--- config.mk ---
export PLATFORM = sky130hd
export DESIGN_NAME = norm_sq_accumulator_flat
export DESIGN_NICKNAME = d
export VERILOG_FILES = /design/src/rtl/norm_sq_accumulator_if.sv /design/src/rtl/norm_sq_accumulator.sv /design/src/flat_wrapper.sv
export SDC_FILE = /design/constraint.sdc
export NUM_CORES = 1
export LEC_CHECK = 0
export CAP_MARGIN = 20
export CORE_ASPECT_RATIO = 1.1
export CORE_MARGIN = 10
export CORE_UTILIZATION = 30
export CTS_CLUSTER_DIAMETER = 200
export DETAILED_ROUTE_END_ITERATION = 7
export HOLD_SLACK_MARGIN = 0.1
export PLACE_DENSITY_LB_ADDON = 0.15
export REMOVE_ABC_BUFFERS = 1
export SLEW_MARGIN = 20
export SYNTH_ARGS = -nofsm -noshare
export SYNTH_HDL_FRONTEND = slang
export SYNTH_SLANG_ARGS = --single-unit
--- constraint.sdc ---
create_clock -name clk -period 12.8 [get_ports clk]
set_input_delay 3.2 -clock clk [delete_from_list [all_inputs] [get_ports clk]]
set_output_delay 3.2 -clock clk [all_outputs]
set_load 0.05 [all_outputs]
--- src/rtl/norm_sq_accumulator_if.sv ---
// Handshake bundle for norm_sq_accumulator: element input stream and sum-of-squares
// output toward the square-root stage.
interface norm_sq_accumulator_if #(
    parameter int unsigned DATA_W = 16
);
    logic                     start;
    logic                     in_valid;
    logic signed [DATA_W-1:0] in_data;
    logic                     in_ready;
    logic                     out_valid;
    logic [31:0]              out_data;
    logic                     out_ready;
    logic                     ovf;

    modport master (
        output start, in_valid, in_data, out_ready,
        input  in_ready, out_valid, out_data, ovf
    );

    modport slave (
        input  start, in_valid, in_data, out_ready,
        output in_ready, out_valid, out_data, ovf
    );
endinterface

--- src/rtl/norm_sq_accumulator.sv ---
// Two-stage sum-of-squares over a VEC_LEN element vector (square, then accumulate).
// Define NORM_SQ_SAT_EN to saturate the accumulator on overflow instead of wrapping.
module norm_sq_accumulator #(
    parameter int unsigned DATA_W  = 16,
    parameter int unsigned VEC_LEN = 8
) (
    input logic                   clk,
    input logic                   rst,
    norm_sq_accumulator_if.slave  bus
);
    localparam int unsigned ACC_W = 32;
    localparam int unsigned CntW  = $clog2(VEC_LEN + 1);

    typedef enum logic [1:0] {StIdle, StAccum, StDrain, StDone} state_e;

    state_e                  state_q, state_d;
    logic [CntW-1:0]         count_q, count_d;
    logic [2*DATA_W-1:0]     sq_q, sq_d;
    logic                    sq_valid_q, sq_valid_d;
    logic [ACC_W-1:0]        acc_q, acc_d;
    logic                    ovf_q, ovf_d;

    logic                    in_ready;
    logic                    accept;
    logic                    last_elem;
    logic                    start_vec;
    logic signed [2*DATA_W-1:0] data_ext;
    logic signed [2*DATA_W-1:0] prod;
    logic [ACC_W:0]          sum;

    // State register
    always_ff @(posedge clk) begin
        if (rst) begin
            state_q <= StIdle;
        end else begin
            state_q <= state_d;
        end
    end

    // Next-state logic
    always_comb begin
        state_d = state_q;
        unique case (state_q)
            StIdle:  if (bus.start) state_d = StAccum;
            StAccum: if (accept && last_elem) state_d = StDrain;
            StDrain: if (!sq_valid_q) state_d = StDone;
            StDone:  if (bus.out_ready) state_d = StIdle;
            default: state_d = StIdle;
        endcase
    end

    // Output logic
    always_comb begin
        in_ready      = (state_q == StAccum);
        bus.in_ready  = in_ready;
        bus.out_valid = (state_q == StDone);
        bus.out_data  = acc_q;
        bus.ovf       = ovf_q;
    end

    // Datapath
    always_comb begin
        accept     = bus.in_valid && in_ready;
        last_elem  = (count_q == CntW'(VEC_LEN - 1));
        start_vec  = (state_q == StIdle) && bus.start;
        // Sign-extend before squaring so -2^(DATA_W-1) squares exactly.
        data_ext   = {{DATA_W{bus.in_data[DATA_W-1]}}, bus.in_data};
        prod       = data_ext * data_ext;
        sum        = {1'b0, acc_q} + (ACC_W + 1)'(sq_q);

        count_d    = count_q;
        sq_d       = sq_q;
        sq_valid_d = accept;
        acc_d      = acc_q;
        ovf_d      = ovf_q;

        if (accept) begin
            sq_d    = prod;
            count_d = count_q + 1'b1;
        end

        if (start_vec) begin
            count_d = '0;
            acc_d   = '0;
            ovf_d   = 1'b0;
        end else if (sq_valid_q) begin
            ovf_d = ovf_q | sum[ACC_W];
`ifdef NORM_SQ_SAT_EN
            acc_d = (ovf_q || sum[ACC_W]) ? '1 : sum[ACC_W-1:0];
`else
            acc_d = sum[ACC_W-1:0];
`endif
        end
    end

    always_ff @(posedge clk) begin
        if (rst) begin
            count_q    <= '0;
            sq_q       <= '0;
            sq_valid_q <= 1'b0;
            acc_q      <= '0;
            ovf_q      <= 1'b0;
        end else begin
            count_q    <= count_d;
            sq_q       <= sq_d;
            sq_valid_q <= sq_valid_d;
            acc_q      <= acc_d;
            ovf_q      <= ovf_d;
        end
    end
endmodule

--- src/flat_wrapper.sv ---
// flat-port wrapper written by rule: the top's interface ports become plain ports
module norm_sq_accumulator_flat 
#(
    parameter int unsigned DATA_W  = 16,
    parameter int unsigned VEC_LEN = 8
)
  (clk, rst, bus_start, bus_in_valid, bus_in_data, bus_out_ready, bus_in_ready, bus_out_valid, bus_out_data, bus_ovf);
  norm_sq_accumulator_if #(.DATA_W(DATA_W)) bus_i ();
  input logic clk;
  input logic rst;
  input wire logic [$bits(bus_i.start)-1:0] bus_start;
  input wire logic [$bits(bus_i.in_valid)-1:0] bus_in_valid;
  input wire logic [$bits(bus_i.in_data)-1:0] bus_in_data;
  input wire logic [$bits(bus_i.out_ready)-1:0] bus_out_ready;
  output wire logic [$bits(bus_i.in_ready)-1:0] bus_in_ready;
  output wire logic [$bits(bus_i.out_valid)-1:0] bus_out_valid;
  output wire logic [$bits(bus_i.out_data)-1:0] bus_out_data;
  output wire logic [$bits(bus_i.ovf)-1:0] bus_ovf;
  assign bus_i.start = bus_start;
  assign bus_i.in_valid = bus_in_valid;
  assign bus_i.in_data = bus_in_data;
  assign bus_i.out_ready = bus_out_ready;
  assign bus_in_ready = bus_i.in_ready;
  assign bus_out_valid = bus_i.out_valid;
  assign bus_out_data = bus_i.out_data;
  assign bus_ovf = bus_i.ovf;
  norm_sq_accumulator #(.DATA_W(DATA_W), .VEC_LEN(VEC_LEN)) u_core (.clk(clk), .rst(rst), .bus(bus_i));
endmodule
# == After elaboration in Yosys (flattened, before gate mapping) ==
# Index checks and enable logic that the tools add are counted.
# classes
addsub,2
mul,1
eq_ne,8
n_mux,5
bitwise,1
n_reduce_logical,6
# ops
cell,n
adder 32 x 32 -> 33 bit,1
multiplier 16 x 16 -> 32 bit,1
two-way mux 2 bit,4
inequality test 2 bit (second input constant),4
one-hot mux 2 bit (4 select lines),1
adder 4 x 1 -> 4 bit (second input constant),1
== test 2 bit (second input constant),2
== test 4 x 3 -> 1 bit (second input constant),1
AND reduction 4 bit,1
logical AND 1 bit,3
== test 2 x 1 -> 1 bit (second input constant),1
logical NOT 2 bit,1
OR reduction 2 bit,1
OR 1 bit,1
# totals
regBits,72
input_bits,21
out_inout_bits,35
wordCells,29

# == Longest topological paths before layout ==
# Gate-level depths: netlist (run 1).
# depth
depth_word,5
ltp_mapped,25
depth_no_buf,24

# == Worst setup path before layout (run 1) ==
# OpenSTA, ideal clock, no wires.
# synth_timing
path_kind,input to register
start,in bus_in_data[15]
end,reg u_core.sq_q[30]
setup_time_ns,0.117
arrival_time_ns,8.884
required_ns,12.683
path_slack_ns,3.799
cell_stages,21
n_path_buf,2
cell_sequence,clkbuf_1 buf_1 nand2_1 fa_1 inv_1 fa_1 fa_1 fa_1 fa_1 inv_1 fa_1 inv_1 ha_1 a21o_1 a21oi_1 and2b_2 a2111oi_4 o31a_4 o21ai_2 xor2_1 a22o_1
# synth_between
elab_chain_cells,1
# synth_lines
element,line,source
from (decl),flat_wrapper.sv:13,input wire logic [$bits(bus_i.in_data)-1:0] bus_in_data;
multiplier 16 x 16 -> 32 bit,norm_sq_accumulator.sv:68,prod = data_ext * data_ext;
to (signal assigned),norm_sq_accumulator.sv:105,sq_q <= sq_d;
to (decl),norm_sq_accumulator.sv:18,"logic [2*DATA_W-1:0] sq_q, sq_d;"
# Every way passes these cells.
# A chain may end at the register's enable or synchronous reset.

# == Final worst setup path (run 1) ==
# layout_timing
start,in bus_in_data[15]
end,reg u_core.sq_q[31]
# Same word-level chain as after synthesis.

==> results of run 1 <==
## layout make-up
cell class / instances / area [um^2] / area share, %
inverter: 355 / 1330 / 9.18
clock inverter: 7 / 65.1 / 0.448
multi-input combinational: 1021 / 10100 / 69.8
clock buffer: 9 / 225 / 1.55
tap: 574 / 718 / 4.95
sequential: 71 / 1420 / 9.80
timing repair buffer: 64 / 618 / 4.26
## stage by stage
step                area, um^2  instances  setup WS (ns)
global route             14500       2101           2.14
detailed placement       14200       2085           2.33
CTS                      14500       2101           2.69
floorplan                12900       1447           4.11
global placement         14200       2085           2.42
finish                   14500       2101           2.74
## cell usage in the layout (no fill, tap or decap), drive strengths merged, types with 37 or more instances in the layout
cell type	instances
nor2	86
a21oi	83
ha	129
xnor2	45
fa	233
and2	37
dfxtp	71
nand2	166
inv	358
clkdlybuf4s50	55
## routing by layer
| layer | wire length [um] | track usage, % |
|---|---|---|
| met2 | 18000 | 24.9 |
| met3 | 709 | 1.19 |
| met5 | 0 | 0 |
| met1 | 15100 | 16.8 |
| met4 | 223 | 1.74 |
## path summary, 6_finish.rpt
path                          startpoint                 endpoint  depth (start not counted)
hold reg to reg          u_core.sq_q[17]          u_core.sq_q[17]                          2
setup / recovery         bus_in_data[15]          u_core.sq_q[31]                         20
hold / removal           u_core.sq_q[17]          u_core.sq_q[17]                          2
setup reg to reg  u_core.bus.out_data[2]  u_core.bus.out_data[31]                         10
## cell usage after synthesis, drive strengths merged (28+ instances only)
library cell | count | area [um^2]
nor2 | 86 | 323
ha | 129 | 1610
o21ai | 33 | 180
fa | 233 | 4660
clkbuf | 34 | 128
dfxtp | 71 | 1420
xnor2 | 45 | 394
a21oi | 83 | 419
and2 | 37 | 231
nand2 | 166 | 623
inv | 354 | 1330
a21o | 28 | 213
## flip-flops by register name, summed over array words and instances (netlist names)
name,flops
u_core.bus.out_data,32
u_core.state_q,2
u_core.count_q,4
u_core.sq_q,31
u_core.sq_valid_q,1
u_core.bus.ovf,1
## logic make-up (layout without fill, tap and decap cells)
kind of cell | Yosys count | after routing | synth area share (%)
simple gates | 351 | 351 | 12.1
compound gates | 219 | 219 | 11.3
fa+ha+maj | 362 | 362 | 48.1
mux | 20 | 20 | 1.54
buf+inv | 396 | 435 | 11.4
xor+xnor | 69 | 69 | 4.63
flops | 71 | 71 | 10.9
## critical path: cells and delay by family
family                     cells  cell delay (ns)
adders and majority gates      7             3.63
buffers and inverters          4             1.60
and+or+nand+nor                5             1.11
AOI/OAI and AO/OA              4             0.72
==> flow_metrics.env, run 1 <==
export IMPL_post_route_drc_count=0
export IMPL_dieHeight_um=239
export IMPL_tritoncts="yes"
export IMPL_post_cts_buffers=0
export IMPL_cp_start_kind="input pin"
export IMPL_endpoint_kind="flip-flop"
export IMPL_dieWidth_um=219
export IMPL_cts_resized_gates=0
export IMPL_synthFlopType="dfxtp_1"
export IMPL_routed_via_count=9572
export IMPL_drtIter0Drc=383
export IMPL_worst_slew_pin_slew_ns=1.01
export IMPL_clock_skew_ns=0.00940
export IMPL_port_buffer_count=55
export IMPL_finalCritPeriodShare_pct=78.6
export IMPL_synth_seq_cells=71
export IMPL_min_path_type="flip-flop to flip-flop"
export IMPL_ys_types=63
export IMPL_ys_warn_count=0
export IMPL_worstSkewPairLatency_ns=0.35
export IMPL_nets=1905
export IMPL_crit_slowest_cell="clkdlybuf4s50_1"
export IMPL_cp_common_cell="fa_1"
export IMPL_design_core_area_mm2=0.0431
export IMPL_num_antenna_cells=0
export IMPL_via_per_inst=4.56
export IMPL_start_util_pct=30.2
export IMPL_cts_buffer_depth=2
export IMPL_ys_seq_area_share_pct=10.9
export IMPL_maxCapViolCount=0
export IMPL_io_pins=56
export IMPL_crit_fanout=25
export IMPL_rows=80
export IMPL_wirelength_mm=34.0
export IMPL_numCtsBuffers=9
export IMPL_synth_area_per_cell_um2=8.76
export IMPL_crit_path_max_incr_delay_ns=1.08
export IMPL_grt_pass1_vias=10500
export IMPL_setup_viol=0
export IMPL_drv_slew=0
export IMPL_antenna_found_initial=0
export IMPL_r2r_slack_ns=9.79
export IMPL_area_growth_pct=11.3
export IMPL_arrival_ns=10.30
export IMPL_hold_violations=0
export IMPL_fin_tns_setup_ns=0
export IMPL_crit_path_cell_trace="clkdlybuf4s50_1, inv_1, nor2_1, fa_1, fa_1, fa_1, fa_1, fa_1, inv_1, fa_1, inv_1, ha_1, and3_1, and4_1, nand4_1, o211ai_1, a31oi_1, o21ai_0, nand4b_1, o211a_1"
export IMPL_die_area_mm2=0.0522
export IMPL_antenna_left=0
export IMPL_post_drt_wl_per_cell_um=16.2
export IMPL_status="complete, no violations"
export IMPL_fmax_ghz=0.0994
export IMPL_first_pass_iters=4
export IMPL_fin_crit_ns=10.06
export IMPL_clock_sinks=71
export IMPL_h_tree_depth=3
export IMPL_utilization_pct=33.7
export IMPL_place_gp_congestion=0.806
export IMPL_globalRouteOverflowTotal=0
export IMPL_syn_area_mm2=0.0130
export IMPL_netlist_instances=1488
export IMPL_ctsRootBufferMaster="clkbuf_16"
export IMPL_crit_type="input pin to flip-flop"
export IMPL_synthArstFlopShare_pct=0
export IMPL_dp_hpwl_mm=28.3
export IMPL_grt_use_total_pct=13.4
export IMPL_slew_headroom_pct=32.2
export IMPL_fillers=4575
export IMPL_whs_ns=0.457
export IMPL_cp_required_ns=13.04
export IMPL_grt_pass1_wl_mm=55.7
export IMPL_grt_setup_unrepaired="no"
export IMPL_synth_edff_count=0
export IMPL_postCtsHoldBufs=0
export IMPL_grt_max_degree=37
export IMPL_cts_clk_slew_worst_paths_ns=0.06
export IMPL_final_layout_size_suffix_gt1_share_pct=3.47
Power of run 1 is not shown: default switching activity piles up to over one toggle a cycle in this logic, so the estimate is an artifact.
==> run 2: changes to the inputs <==
==> constraint.sdc (replaced) <==
create_clock -name clk -period 10.2 [get_ports clk]
set_input_delay 2.55 -clock clk [delete_from_list [all_inputs] [get_ports clk]]
set_output_delay 2.55 -clock clk [all_outputs]
set_load 0.05 [all_outputs]
==> run 2 against run 1 <==
- cell count is 0.33% higher
- clock skew is 0.0036 ns lower
- clock-buffer cell count is 1 higher
- hold slack better by 0.0019 ns
- first-iteration DRC count is 11% lower
- final area is 0.34% higher
- sequential share of layout area hardly changed
- via count is 1.5% higher
- critical path depth is 1 higher
- largest cell class unchanged
==> flow_metrics.env, run 2 (synthesized netlist as in run 1, its figures left out) <==
export IMPL_finalCritPeriodShare_pct=89.0
export IMPL_wirelength_mm=33.9
export IMPL_nets=1912
export IMPL_dieHeight_um=239
export IMPL_utilization_pct=33.8
export IMPL_ctsRootBufferMaster="clkbuf_16"
export IMPL_crit_path_cell_trace="clkdlybuf4s50_1, inv_1, nor2_1, fa_1, fa_1, fa_1, fa_1, fa_1, inv_1, fa_1, inv_1, ha_1, a21o_1, a21o_1, a21oi_1, nor3b_1, o211ai_1, a31oi_1, o21bai_1, xor2_1, a22o_1"
export IMPL_io_pins=56
export IMPL_worstSkewPairLatency_ns=0.34
export IMPL_drtIter0Drc=342
export IMPL_setup_viol=0
export IMPL_final_cell_mix="inv_1, fa_1, nand2_1"
export IMPL_area_growth_pct=11.7
export IMPL_arrival_ns=9.31
export IMPL_fmax_ghz=0.110
export IMPL_crit_slowest_cell="clkdlybuf4s50_1"
export IMPL_rows=80
export IMPL_grt_pass1_vias=10100
export IMPL_clock_sinks=71
export IMPL_largest_reg_flops=32
export IMPL_postCtsHoldBufs=0
export IMPL_antenna_found_initial=0
export IMPL_final_common_cell="inv_1"
export IMPL_cp_common_cell="fa_1"
export IMPL_grt_use_total_pct=13.2
export IMPL_layout_setup_ws_ns=1.12
export IMPL_fillers=4560
export IMPL_grt_setup_unrepaired="no"
export IMPL_grt_max_degree=37
export IMPL_cts_resized_gates=0
export IMPL_post_place_ws_ns=0.733
export IMPL_start_util_pct=30.2
export IMPL_min_path_type="flip-flop to flip-flop"
export IMPL_dieWidth_um=219
export IMPL_fin_crit_ns=9.08
export IMPL_crit_path_max_incr_delay_ns=0.88
export IMPL_fin_tns_setup_ns=0
export IMPL_routed_via_count=9713
export IMPL_h_tree_depth=3
export IMPL_place_gp_congestion=0.816
export IMPL_dp_hpwl_mm=28.9
export IMPL_worst_slew_pin_slew_ns=1.02
export IMPL_drv_slew=0
export IMPL_status="complete, no violations"
export IMPL_via_per_inst=4.61
export IMPL_post_route_drc_count=0
export IMPL_hold_violations=0
export IMPL_grt_pass1_wl_mm=54.7
export IMPL_cts_clk_slew_worst_paths_ns=0.06
export IMPL_post_cts_buffers=0
export IMPL_antenna_left=0
export IMPL_crit_fanout=15
export IMPL_cts_buffer_depth=2
export IMPL_cp_start_kind="input pin"
export IMPL_crit_type="input pin to flip-flop"
export IMPL_post_drt_wl_per_cell_um=16.1
export IMPL_port_buffer_count=55
export IMPL_globalRouteOverflowTotal=0
export IMPL_final_layout_size_suffix_gt1_share_pct=3.78
export IMPL_endpoint_kind="flip-flop"
export IMPL_die_area_mm2=0.0522
export IMPL_slew_headroom_pct=32.0
export IMPL_design_core_area_mm2=0.0431
export IMPL_maxCapViolCount=0
export IMPL_numCtsBuffers=9
export IMPL_first_pass_iters=4
export IMPL_tritoncts="yes"
export IMPL_num_antenna_cells=0
export IMPL_cp_required_ns=10.43
export IMPL_clock_skew_ns=0.00577
-- run 2: layout make-up --
class                      instances  area (um^2)  area share (%)
inverter                         355         1330            9.15
clock inverter                     6         61.3           0.421
timing repair buffer              71          671            4.60
sequential                        71         1420            9.77
multi-input combinational       1021        10100            69.6
clock buffer                      10          229            1.57
tap                              574          718            4.93
-- run 2: worst paths after layout --
| kind | from | end | slack [ns] | depth (start not counted) |
|---|---|---|---|---|
| worst max-delay path | bus_in_data[3] | u_core.sq_q[29] | 1.12 | 21 |
| worst min register to register | u_core.sq_q[0] | u_core.sq_q[0] | 0.46 | 2 |
| worst max register to register | u_core.bus.out_data[2] | u_core.bus.out_data[31] | 7.13 | 10 |
| worst min-delay path | u_core.sq_q[0] | u_core.sq_q[0] | 0.46 | 2 |
-- run 2: critical path: cells and delay by family --
family                   cells  cell delay, ns
AO/OA/AOI/OAI                7            1.20
XOR/XNOR                     1            0.15
adder cells (fa/ha/maj)      7            3.61
buffers and inverters        4            1.34
AND/OR/NAND/NOR              2            0.46
-- run 2: metal layers --
layer,vias to the layer above,share of wire (%),global-route usage (%)
li1,4710,-,-
met4,0,1.2,2.34
met2,106,53,23.9
met5,-,0,0
met3,23,2.2,1.27
met1,4874,44,16.7
-- run 2: through the flow --
stage,cells,area [um^2],hold WS [ns]
2_1_floorplan,1447,12900,0.430
3_3_place_gp,2092,14300,0.452
3_5_place_dp,2092,14300,0.453
4_1_cts,2108,14600,0.462
5_1_grt,2108,14600,0.477
6_report,2108,14600,0.459
Power of run 2 is left out for the same reason.
